## src/rtl/apb_pkg.sv

```systemverilog
// Shared state encoding and AHB-Lite constants for the AHB-to-APB bridge.
package apb_pkg;

   typedef enum logic [2:0] {
      IDLE   = 3'd0,
      WLATCH = 3'd1,
      SETUP  = 3'd2,
      ACCESS = 3'd3,
      DONE   = 3'd4,
      ERR1   = 3'd5,
      ERR2   = 3'd6
   } state_t;

   localparam logic [1:0] HTRANS_IDLE   = 2'b00;
   localparam logic [1:0] HTRANS_BUSY   = 2'b01;
   localparam logic [1:0] HTRANS_NONSEQ = 2'b10;
   localparam logic [1:0] HTRANS_SEQ    = 2'b11;

   localparam logic [2:0] HSIZE_WORD = 3'b010;

   localparam logic HRESP_OKAY  = 1'b0;
   localparam logic HRESP_ERROR = 1'b1;

endpackage

```

## src/rtl/apb_slave_mux.sv

```systemverilog
// Routes the addressed APB slave's read data, ready and error back to the bridge FSM.
module apb_slave_mux
   import apb_pkg::*;
#(
   parameter int NUM_SLV = 3,
   parameter int IDX_W   = 2
) (
   input  logic [IDX_W-1:0]      idx,
   input  logic [32*NUM_SLV-1:0] prdata,
   input  logic [NUM_SLV-1:0]    pready,
   input  logic [NUM_SLV-1:0]    pslverr,
   output logic [31:0]           rdata,
   output logic                  ready,
   output logic                  slverr
);

   always_comb begin
      rdata  = '0;
      ready  = 1'b0;
      slverr = 1'b0;
      for (int i = 0; i < NUM_SLV; i++) begin
         if (idx == IDX_W'(i)) begin
            rdata  = prdata[32*i +: 32];
            ready  = pready[i];
            slverr = pslverr[i];
         end
      end
   end

endmodule

```

## src/rtl/ahb_apb_bridge.sv

```systemverilog
// AHB-Lite slave to APB3 master bridge: one APB transfer per AHB transfer, errors
// (slave error, decode miss, non-word size, stalled slave) returned as a two-cycle ERROR.
//
// state  | meaning
// IDLE   | no transfer pending, zero-wait OKAY, capture enabled
// WLATCH | write captured, latching HWDATA into PWDATA
// SETUP  | APB setup phase, PSEL high
// ACCESS | APB access phase, waiting on PREADY or timeout
// DONE   | OKAY completion, capture enabled
// ERR1   | first ERROR cycle, HREADYOUT low
// ERR2   | second ERROR cycle, capture enabled
module ahb_apb_bridge
   import apb_pkg::*;
#(
   parameter int NUM_SLV     = 3,
   parameter int IDX_W       = 2,
   parameter int OFFSET_W    = 12,
   parameter int TIMEOUT_CYC = 255
) (
   input  logic                  clk,
   input  logic                  rst,
   input  logic                  HSEL,
   input  logic [31:0]           HADDR,
   input  logic [1:0]            HTRANS,
   input  logic                  HWRITE,
   input  logic [2:0]            HSIZE,
   input  logic [31:0]           HWDATA,
   input  logic                  HREADY,
   output logic                  HREADYOUT,
   output logic                  HRESP,
   output logic [31:0]           HRDATA,
   output logic [31:0]           PADDR,
   output logic                  PWRITE,
   output logic [31:0]           PWDATA,
   output logic [NUM_SLV-1:0]    PSEL,
   output logic                  PENABLE,
   input  logic [32*NUM_SLV-1:0] PRDATA,
   input  logic [NUM_SLV-1:0]    PREADY,
   input  logic [NUM_SLV-1:0]    PSLVERR
);

   localparam logic [7:0] TIMEOUT_LIM = 8'(TIMEOUT_CYC);

   state_t               state;
   state_t               state_nxt;
   state_t               cap_state;
   logic [IDX_W-1:0]     idx_q;
   logic [IDX_W-1:0]     cap_idx;
   logic [IDX_W-1:0]     sel_idx;
   logic [NUM_SLV-1:0]   setup_sel;
   logic [7:0]           cnt;
   logic [7:0]           cnt_inc;
   logic                 capture;
   logic                 cap_window;
   logic                 cap_err;
   logic                 capture_ok;
   logic                 timeout;
   logic [31:0]          sl_rdata;
   logic                 sl_ready;
   logic                 sl_err;

   apb_slave_mux #(
      .NUM_SLV (NUM_SLV),
      .IDX_W   (IDX_W)
   ) u_slave_mux (
      .idx     (idx_q),
      .prdata  (PRDATA),
      .pready  (PREADY),
      .pslverr (PSLVERR),
      .rdata   (sl_rdata),
      .ready   (sl_ready),
      .slverr  (sl_err)
   );

   always_comb begin
      capture    = HSEL & HREADY & ((HTRANS == HTRANS_NONSEQ) | (HTRANS == HTRANS_SEQ));
      cap_window = (state == IDLE) | (state == DONE) | (state == ERR2);
      cap_idx    = HADDR[OFFSET_W +: IDX_W];
      cap_err    = (32'(cap_idx) >= 32'(NUM_SLV)) | (HSIZE != HSIZE_WORD);
      capture_ok = cap_window & capture & ~cap_err;
      cap_state  = cap_err ? ERR1 : (HWRITE ? WLATCH : SETUP);
      cnt_inc    = cnt + 8'd1;
      timeout    = (cnt_inc == TIMEOUT_LIM) & ~sl_ready;

      // A read goes straight from capture to SETUP, so the select must come from HADDR then.
      sel_idx   = (state == WLATCH) ? idx_q : cap_idx;
      setup_sel = '0;
      for (int i = 0; i < NUM_SLV; i++) begin
         setup_sel[i] = (sel_idx == IDX_W'(i));
      end

      state_nxt = state;
      case (state)
         IDLE, DONE, ERR2: state_nxt = capture ? cap_state : IDLE;
         WLATCH:           state_nxt = SETUP;
         SETUP:            state_nxt = ACCESS;
         ACCESS: begin
            if (sl_ready) begin
               state_nxt = sl_err ? ERR1 : DONE;
            end else if (timeout) begin
               state_nxt = ERR1;
            end
         end
         ERR1:             state_nxt = ERR2;
         default:          state_nxt = IDLE;
      endcase
   end

   always_ff @(posedge clk) begin
      if (rst) begin
         state   <= IDLE;
         idx_q   <= '0;
         cnt     <= '0;
         PADDR   <= '0;
         PWRITE  <= 1'b0;
         PWDATA  <= '0;
         PSEL    <= '0;
         PENABLE <= 1'b0;
         HRDATA  <= '0;
      end else begin
         state <= state_nxt;

         if (capture_ok) begin
            idx_q  <= cap_idx;
            PADDR  <= HADDR;
            PWRITE <= HWRITE;
         end

         if (state == WLATCH) begin
            PWDATA <= HWDATA;
         end

         if (state == ACCESS) begin
            cnt <= cnt_inc;
         end else if (state_nxt == SETUP) begin
            cnt <= '0;
         end

         if (state_nxt == SETUP) begin
            PSEL    <= setup_sel;
            PENABLE <= 1'b0;
         end else if (state_nxt == ACCESS) begin
            PENABLE <= 1'b1;
         end else begin
            PSEL    <= '0;
            PENABLE <= 1'b0;
         end

         if ((state == ACCESS) && sl_ready && !sl_err && !PWRITE) begin
            HRDATA <= sl_rdata;
         end
      end
   end

   assign HREADYOUT = ~((state == WLATCH) | (state == SETUP) | (state == ACCESS) | (state == ERR1));
   assign HRESP     = ((state == ERR1) | (state == ERR2)) ? HRESP_ERROR : HRESP_OKAY;

endmodule

```

## config.mk

```make
export PLATFORM = sky130hd
export DESIGN_NAME = ahb_apb_bridge
export DESIGN_NICKNAME = d
export VERILOG_FILES = /design/src/rtl/apb_pkg.sv /design/src/rtl/apb_slave_mux.sv /design/src/rtl/ahb_apb_bridge.sv
export SDC_FILE = /design/constraint.sdc
export NUM_CORES = 1
export LEC_CHECK = 0
export CAP_MARGIN = 15
export CORE_MARGIN = 1.5
export CORE_UTILIZATION = 42
export DETAILED_ROUTE_END_ITERATION = 10
export PLACE_DENSITY = 0.92
export SYNTH_ARGS = -nofsm -noshare
export SYNTH_HDL_FRONTEND = slang
export SYNTH_SLANG_ARGS = --single-unit
export TNS_END_PERCENT = 100
```

## constraint.sdc

```tcl
create_clock -name clk -period 4.5 [get_ports clk]
set_clock_uncertainty 0.2 [all_clocks]
set_input_delay 0.9 -clock clk [delete_from_list [all_inputs] [get_ports clk]]
set_output_delay 0.9 -clock clk [all_outputs]
set_load 0.01 [all_outputs]
```

==> impl_metrics.json, run 1 <==
{
  "antenna_found_initial": 0,
  "grt_first_pass_wirelength_um": 25130,
  "nets": 1056,
  "yosysMostFrequentCell": "nand2_1",
  "post-route-period-util": 0.6662,
  "grt_overflow": 0,
  "yosysTopAreaCell": "dfxtp_1",
  "place_congestion": 0.8699,
  "synth_cell_types": 51,
  "p_clk_frac": 0.384,
  "hold_buffers": 0,
  "initial_core_util": 0.4359,
  "yosysWarnings": 0,
  "synth_nets": 807,
  "grt_use_total": 0.2502,
  "path_class": "register to primary output",
  "die_y_um": 112.6,
  "ant_nets": 0,
  "slowest_stage": "clkdlybuf4s50_1",
  "synth-simple-area-share": 0.2269,
  "synth_area_per_cell_um2": 8.014,
  "synthTopCellsByArea": "dfxtp_1 44%, nand2_1 11%, a21oi_1 9.8%",
  "finalHoldViolations": 0,
  "power_switching_mw": 0.5068,
  "relSlewSlack": 0.2919,
  "clk_pin_slew_ns": 0.07,
  "fin_crit_ns": 2.998,
  "drc": 12,
  "synthTopCellsByCount": "142 x nand2_1, 112 x dfxtp_1, 99 x a21oi_1, 75 x nor2_1, 36 x mux2i_1",
  "cts_tree": "done",
  "synth_seq_area_share": 0.4448,
  "outcome": "complete, but fails checks",
  "dp_hpwl_um": 11840,
  "ys_ff_latch": 112,
  "drt_wl_total_um": 15890,
  "crit_arrival_ns": 1.90,
  "muxShareOfSynthArea": 0.07372,
  "pwr-share-comb": 0.145,
  "synth-xor-area-share": 0.01042,
  "netlist.area_leader.share": 0.4448,
  "wl_per_cell_um": 15.49,
  "max_freq_ghz": 0.3336,
  "synth-main-ff-cell": "dfxtp_1",
  "routed-via-count": 5290,
  "htreeDepth": 3,
  "core_area_um2": 11560,
  "drt_iter0_markers": 291,
  "synth_edf_count": 0,
  "switching_share": 0.2341,
  "met1_usage": 0.2769,
  "postCtsSetupRepairBufs": 0,
  "crit_chain": "nand2b_1 -> a21boi_0 -> clkdlybuf4s50_1",
  "ff_latch_area_um2": 2243,
  "drv_slew": 0,
  "fin_setup_tns_ns": 0,
  "die_width_um": 112.6,
  "async_flop_share": 0,
  "diodes": 0,
  "cts_buffers": 9,
  "syn-cell-area_um2": 5041,
  "cts_root_buffer": "clkbuf_16",
  "worst-slew-pin-transition_ns": 1.060,
  "start_kind": "register",
  "rows": 39,
  "drive_gt1_frac": 0.03737,
  "multi_input_area_um2": 2576,
  "fin_util": 0.7044,
  "vias_per_cell": 5.156,
  "synth-compound-area-share": 0.1933,
  "p_int_mw": 1.658,
  "clock-sinks": 112,
  "power.density_nw_per_um2": 265.8,
  "violations": "design-rule violations",
  "synthCells": 629,
  "cts_resized": 0,
  "synth_top_family_by_area": "simple AND/OR/NAND/NOR gates",
  "clk_latency_ns": 0.36,
  "grt_use_met3": 0.07505,
  "dieArea_um2": 12670,
  "cp_max_fo": 13,
  "slowest_delay_ns": 0.59,
  "hold_class": "register to register",
  "finalSetupViolCount": 0,
  "ios": 279,
  "cts_max_path_buffers": 2,
  "grt.busiest_layer": "met2",
  "fill_cells": 873,
  "seqPwrFrac": 0.471,
  "p_leak_nw": 2.701,
  "grtUsageMet2": 0.4411,
  "rsz0062_at_grt": "no",
  "peakVddDrop_v": 0.0002585,
  "maxCapViolations": 0,
  "layout-area-overhead-vs-synth_pct": 61.60,
  "drtPass1Iterations": 7,
  "grt_max_degree": 65,
  "synth_adder_area_share": 0.004964,
  "required_ns": 3.40,
  "cp-end-kind": "primary output",
  "io_buffers": 277,
  "grt_pass1_vias": 5103
}
-- per-layer routing --
layer  vias to the layer above  wire length [um]
met5                         -                 0
met4                         0               516
met3                        36              1227
met2                       201              7939
met1                      2396              6208
li1                       2657                 -
-- cell usage in the layout (no fill, tap or decap), types with 2 or more instances in the layout --
| cell | synthesis | final |
|---|---|---|
| a21oi_1 | 99 | 99 |
| clkdlybuf4s50_1 | 0 | 276 |
| ha_1 | 2 | 2 |
| clkinv_4 | 0 | 2 |
| clkbuf_16 | 0 | 9 |
| and2_1 | 5 | 5 |
| nand2b_1 | 3 | 3 |
| a211oi_1 | 35 | 35 |
| buf_4 | 0 | 8 |
| nor3_1 | 7 | 7 |
| nor3b_1 | 2 | 2 |
| xor2_1 | 2 | 2 |
| a21boi_0 | 3 | 3 |
| inv_1 | 5 | 5 |
| nand3_1 | 5 | 5 |
| nor2_1 | 75 | 75 |
| nand3b_1 | 3 | 3 |
| o2bb2ai_1 | 2 | 2 |
| and3b_1 | 3 | 3 |
| nor2b_1 | 5 | 4 |
| and4_1 | 2 | 2 |
| dfxtp_1 | 112 | 111 |
| nand4_1 | 2 | 2 |
| o31ai_1 | 2 | 2 |
| o221a_2 | 2 | 2 |
| o22ai_1 | 2 | 2 |
| nor4_1 | 2 | 2 |
| mux2i_1 | 36 | 36 |
| xnor2_1 | 4 | 4 |
| nand2_1 | 142 | 142 |
-- metrics by stage --
step / hold WS, ns / cell area (um^2) / cells / total power, mW / setup slack [ns]
6_report: 0.2532 / 8147 / 1026 / 2.165 / 1.502
5_1_grt: 0.2705 / 8147 / 1026 / 2.246 / 1.410
4_1_cts: 0.2569 / 8147 / 1026 / 2.181 / 1.506
3_5_place_dp: 0.2471 / 7840 / 1010 / 1.356 / 1.268
3_3_place_gp: 0.2400 / 7840 / 1010 / 1.351 / 1.333
2_1_floorplan: 0.2805 / 5041 / 629 / 1.146 / 2.066
-- flip-flops by register name (all words and copies together) (netlist names) --
| name | cells |
|---|---|
| HRDATA | 32 |
| PADDR | 32 |
| PWDATA | 32 |
| cnt | 8 |
| PSEL | 3 |
| state | 3 |
| PENABLE | 1 |
| PWRITE | 1 |
-- cell families (layout without fill, tap and decap cells) --
logic type               Yosys count  in the layout
adder cells (fa/ha/maj)            2              2
multiplexers                      37             37
AO/OA/AOI/OAI                    157            157
flip-flops                       112            112
XOR/XNOR                           6              6
AND/OR/NAND/NOR                  264            264
buffers and inverters             51            305
-- critical path: cells and delay by family (launching register included) --
| kind | cells | cell delay (ns) |
|---|---|---|
| buf+inv | 1 | 0.59 |
| simple gates | 1 | 0.17 |
| flops | 1 | 0.57 |
| compound gates | 1 | 0.20 |
-- layout make-up --
class,instances,area share
Tap cell,143,0.02196
Multi-Input combinational cell,466,0.3162
Inverter,5,0.002304
Sequential cell,112,0.2754
Clock inverter,5,0.007833
Clock buffer,11,0.02980
Timing Repair Buffer,284,0.3465
-- worst paths after layout --
check             cells after the start  slack, ns         end       start
setup / recovery                      3       1.50       HRESP    state[0]
hold reg to reg                       2       0.25  PWDATA[19]  PWDATA[19]
setup reg to reg                      8       1.75  HRDATA[20]   PADDR[13]
hold / removal                        2       0.25  PWDATA[19]  PWDATA[19]
-- power by group through the flow --
stage	clock network, mW	logic, mW	registers [mW]
global placement	0	0.309	1.04
CTS	0.846	0.315	1.02
detailed placement	0	0.313	1.04
floorplan	0	0.0992	1.05
finish	0.831	0.314	1.02
global route	0.885	0.338	1.02
Power figures use the tool's default switching activity.
==> inputs of run 2 (changes only) <==
Settings changed: CORE_UTILIZATION 42 to 35, PLACE_DENSITY 0.92 to 0.83.
Clock period 4.5 ns to 2.5 ns, I/O delays scaled along.
==> run 2 against run 1 <==
Effect of this change:
- clock-buffer cell count decreased by 2
- worst hold slack improved by 0.00064 ns
- the flow now finishes without violations
- flip-flop and latch count unchanged
- routed wire length increased by 0.68%
- highest routed layer unchanged
- final area increased by 2.4%
- largest power group unchanged
- register-to-register slack got worse by 1.6 ns
- sequential share of layout area decreased by 0.58 points
- sequential power increased by 79%
- critical endpoint is now HREADYOUT
- critical path depth unchanged
- core utilization decreased by 11 points
- non-clock buffer count increased by 15
- worst setup slack got worse by 1.4 ns
==> impl_metrics.json, run 2 (synthesis results as in run 1) <==
{
  "outcome": "complete, no violations",
  "clk_pin_slew_ns": 0.08,
  "cp_max_fo": 8,
  "finalHoldViolations": 0,
  "die_y_um": 123.0,
  "fill_cells": 1263,
  "r2r_slack_ns": 0.20,
  "drc": 0,
  "start_kind": "register",
  "power.density_nw_per_um2": 461.8,
  "cts_max_path_buffers": 2,
  "peakVddDrop_v": 0.0003151,
  "drtPass1Iterations": 4,
  "grt_first_pass_wirelength_um": 24640,
  "final_common_cell": "clkdlybuf4s50_1",
  "die_width_um": 123.0,
  "slowest_delay_ns": 0.58,
  "initial_core_util": 0.3604,
  "finalSetupViolCount": 0,
  "p_leak_nw": 2.788,
  "top_regs": "HRDATA (32), PADDR (32), PWDATA (32)",
  "final_cell_mix": "275 x clkdlybuf4s50_1, 142 x nand2_1, 109 x dfxtp_1",
  "slowest_stage": "clkdlybuf4s50_1",
  "maxCapViolations": 0,
  "diodes": 0,
  "layout-area-overhead-vs-synth_pct": 65.48,
  "io_buffers": 277,
  "drt_wl_total_um": 16000,
  "place_inst": 1062,
  "grt_use_total": 0.2086,
  "grt_overflow": 0,
  "crit_arrival_ns": 1.70,
  "crit_chain": "nand2b_1 -> and2_1 -> clkdlybuf4s50_1",
  "relSlewSlack": 0.6544,
  "fin_crit_ns": 2.403,
  "cp-end-kind": "primary output",
  "drv_slew": 0,
  "max_freq_ghz": 0.4161,
  "grt_pass1_vias": 4867,
  "hold_class": "register to register",
  "ios": 279,
  "ff_latch_area_um2": 2248,
  "multi_input_area_um2": 2579,
  "postCtsSetupRepairBufs": 0,
  "htreeDepth": 3,
  "clock-sinks": 112,
  "place_congestion": 0.8380,
  "rsz0062_at_grt": "no",
  "totalPowerFinal_mw": 3.853,
  "rows": 43,
  "worst-slew-pin-transition_ns": 0.5183,
  "required_ns": 1.80,
  "vias_per_cell": 4.884,
  "wl_per_cell_um": 14.84,
  "routed-via-count": 5265,
  "path_class": "register to primary output",
  "grt_max_degree": 79,
  "clk_latency_ns": 0.34,
  "drt_iter0_markers": 232,
  "cts_tree": "done",
  "fin_hold_ws_ns": 0.2539,
  "core_area_um2": 13990,
  "antenna_found_initial": 0,
  "dieArea_um2": 15130,
  "nets": 1071,
  "ant_nets": 0,
  "cts_buffers": 9,
  "drive_gt1_frac": 0.05791,
  "dp_hpwl_um": 12160,
  "cts_root_buffer": "clkbuf_16",
  "post-route-period-util": 0.9613,
  "instances_no_fill": 1078
}
-- run 2: final timing paths --
path / start / endpoint / cells past startpoint
worst min register to register: PADDR[6] / PADDR[6] / 2
worst max-delay path: state[2] / HREADYOUT / 3
worst min-delay path: PADDR[6] / PADDR[6] / 2
worst max register to register: PADDR[13] / PSEL[0] / 6
-- run 2: timing repair --
item	CTS	global route
endpoints found under the hold margin	0	0
hold buffers	0	0
endpoints found under the setup margin	3	5
gates resized for setup	4	4
-- run 2: cell type report --
cell class,instances,share of cell area
multi-input combinational,466,0.3091
inverter,5,0.002250
sequential,112,0.2695
clock buffer,9,0.02700
tap,180,0.02700
clock inverter,7,0.007950
timing repair buffer,299,0.3571
-- run 2: where the power goes --
part / switching (mW) / internal, mW / leakage, nW / total [mW]
clock network: 0.723 / 0.709 / 0.145 / 1.43
logic: 0.214 / 0.373 / 1.74 / 0.587
registers: 0.0199 / 1.81 / 0.906 / 1.83
total: 0.957 / 2.90 / 2.79 / 3.85
-- run 2: worst max-delay path: cells and delay by family, from the launching register on --
kind | cells | cell delay [ns]
flops | 1 | 0.42
simple gates | 2 | 0.36
buf+inv | 1 | 0.58
-- run 2: metrics by stage --
step / instance area (um^2) / worst slack (ns) / TNS, ns / utilization
floorplan: 5041 / 0.3526 / 0 / -
global placement: 8036 / -0.1096 / -0.3995 / 0.5745
detailed placement: 8036 / -0.1264 / -0.5352 / 0.5745
CTS: 8333 / 0.03387 / 0 / 0.5957
global route: 8342 / 0.001280 / 0 / 0.5963
finish: 8342 / 0.09672 / 0 / 0.5963
-- run 2: metal layers --
| layer | part of all wire | vias to the layer above | GRT usage | wire [um] |
|---|---|---|---|---|
| li1 | - | 2689 | - | - |
| met1 | 0.38 | 2378 | 0.2395 | 6151 |
| met2 | 0.50 | 186 | 0.3677 | 7932 |
| met3 | 0.11 | 12 | 0.07657 | 1745 |
| met4 | 0.011 | 0 | 0.05101 | 170 |
| met5 | 0 | - | 0 | 0 |
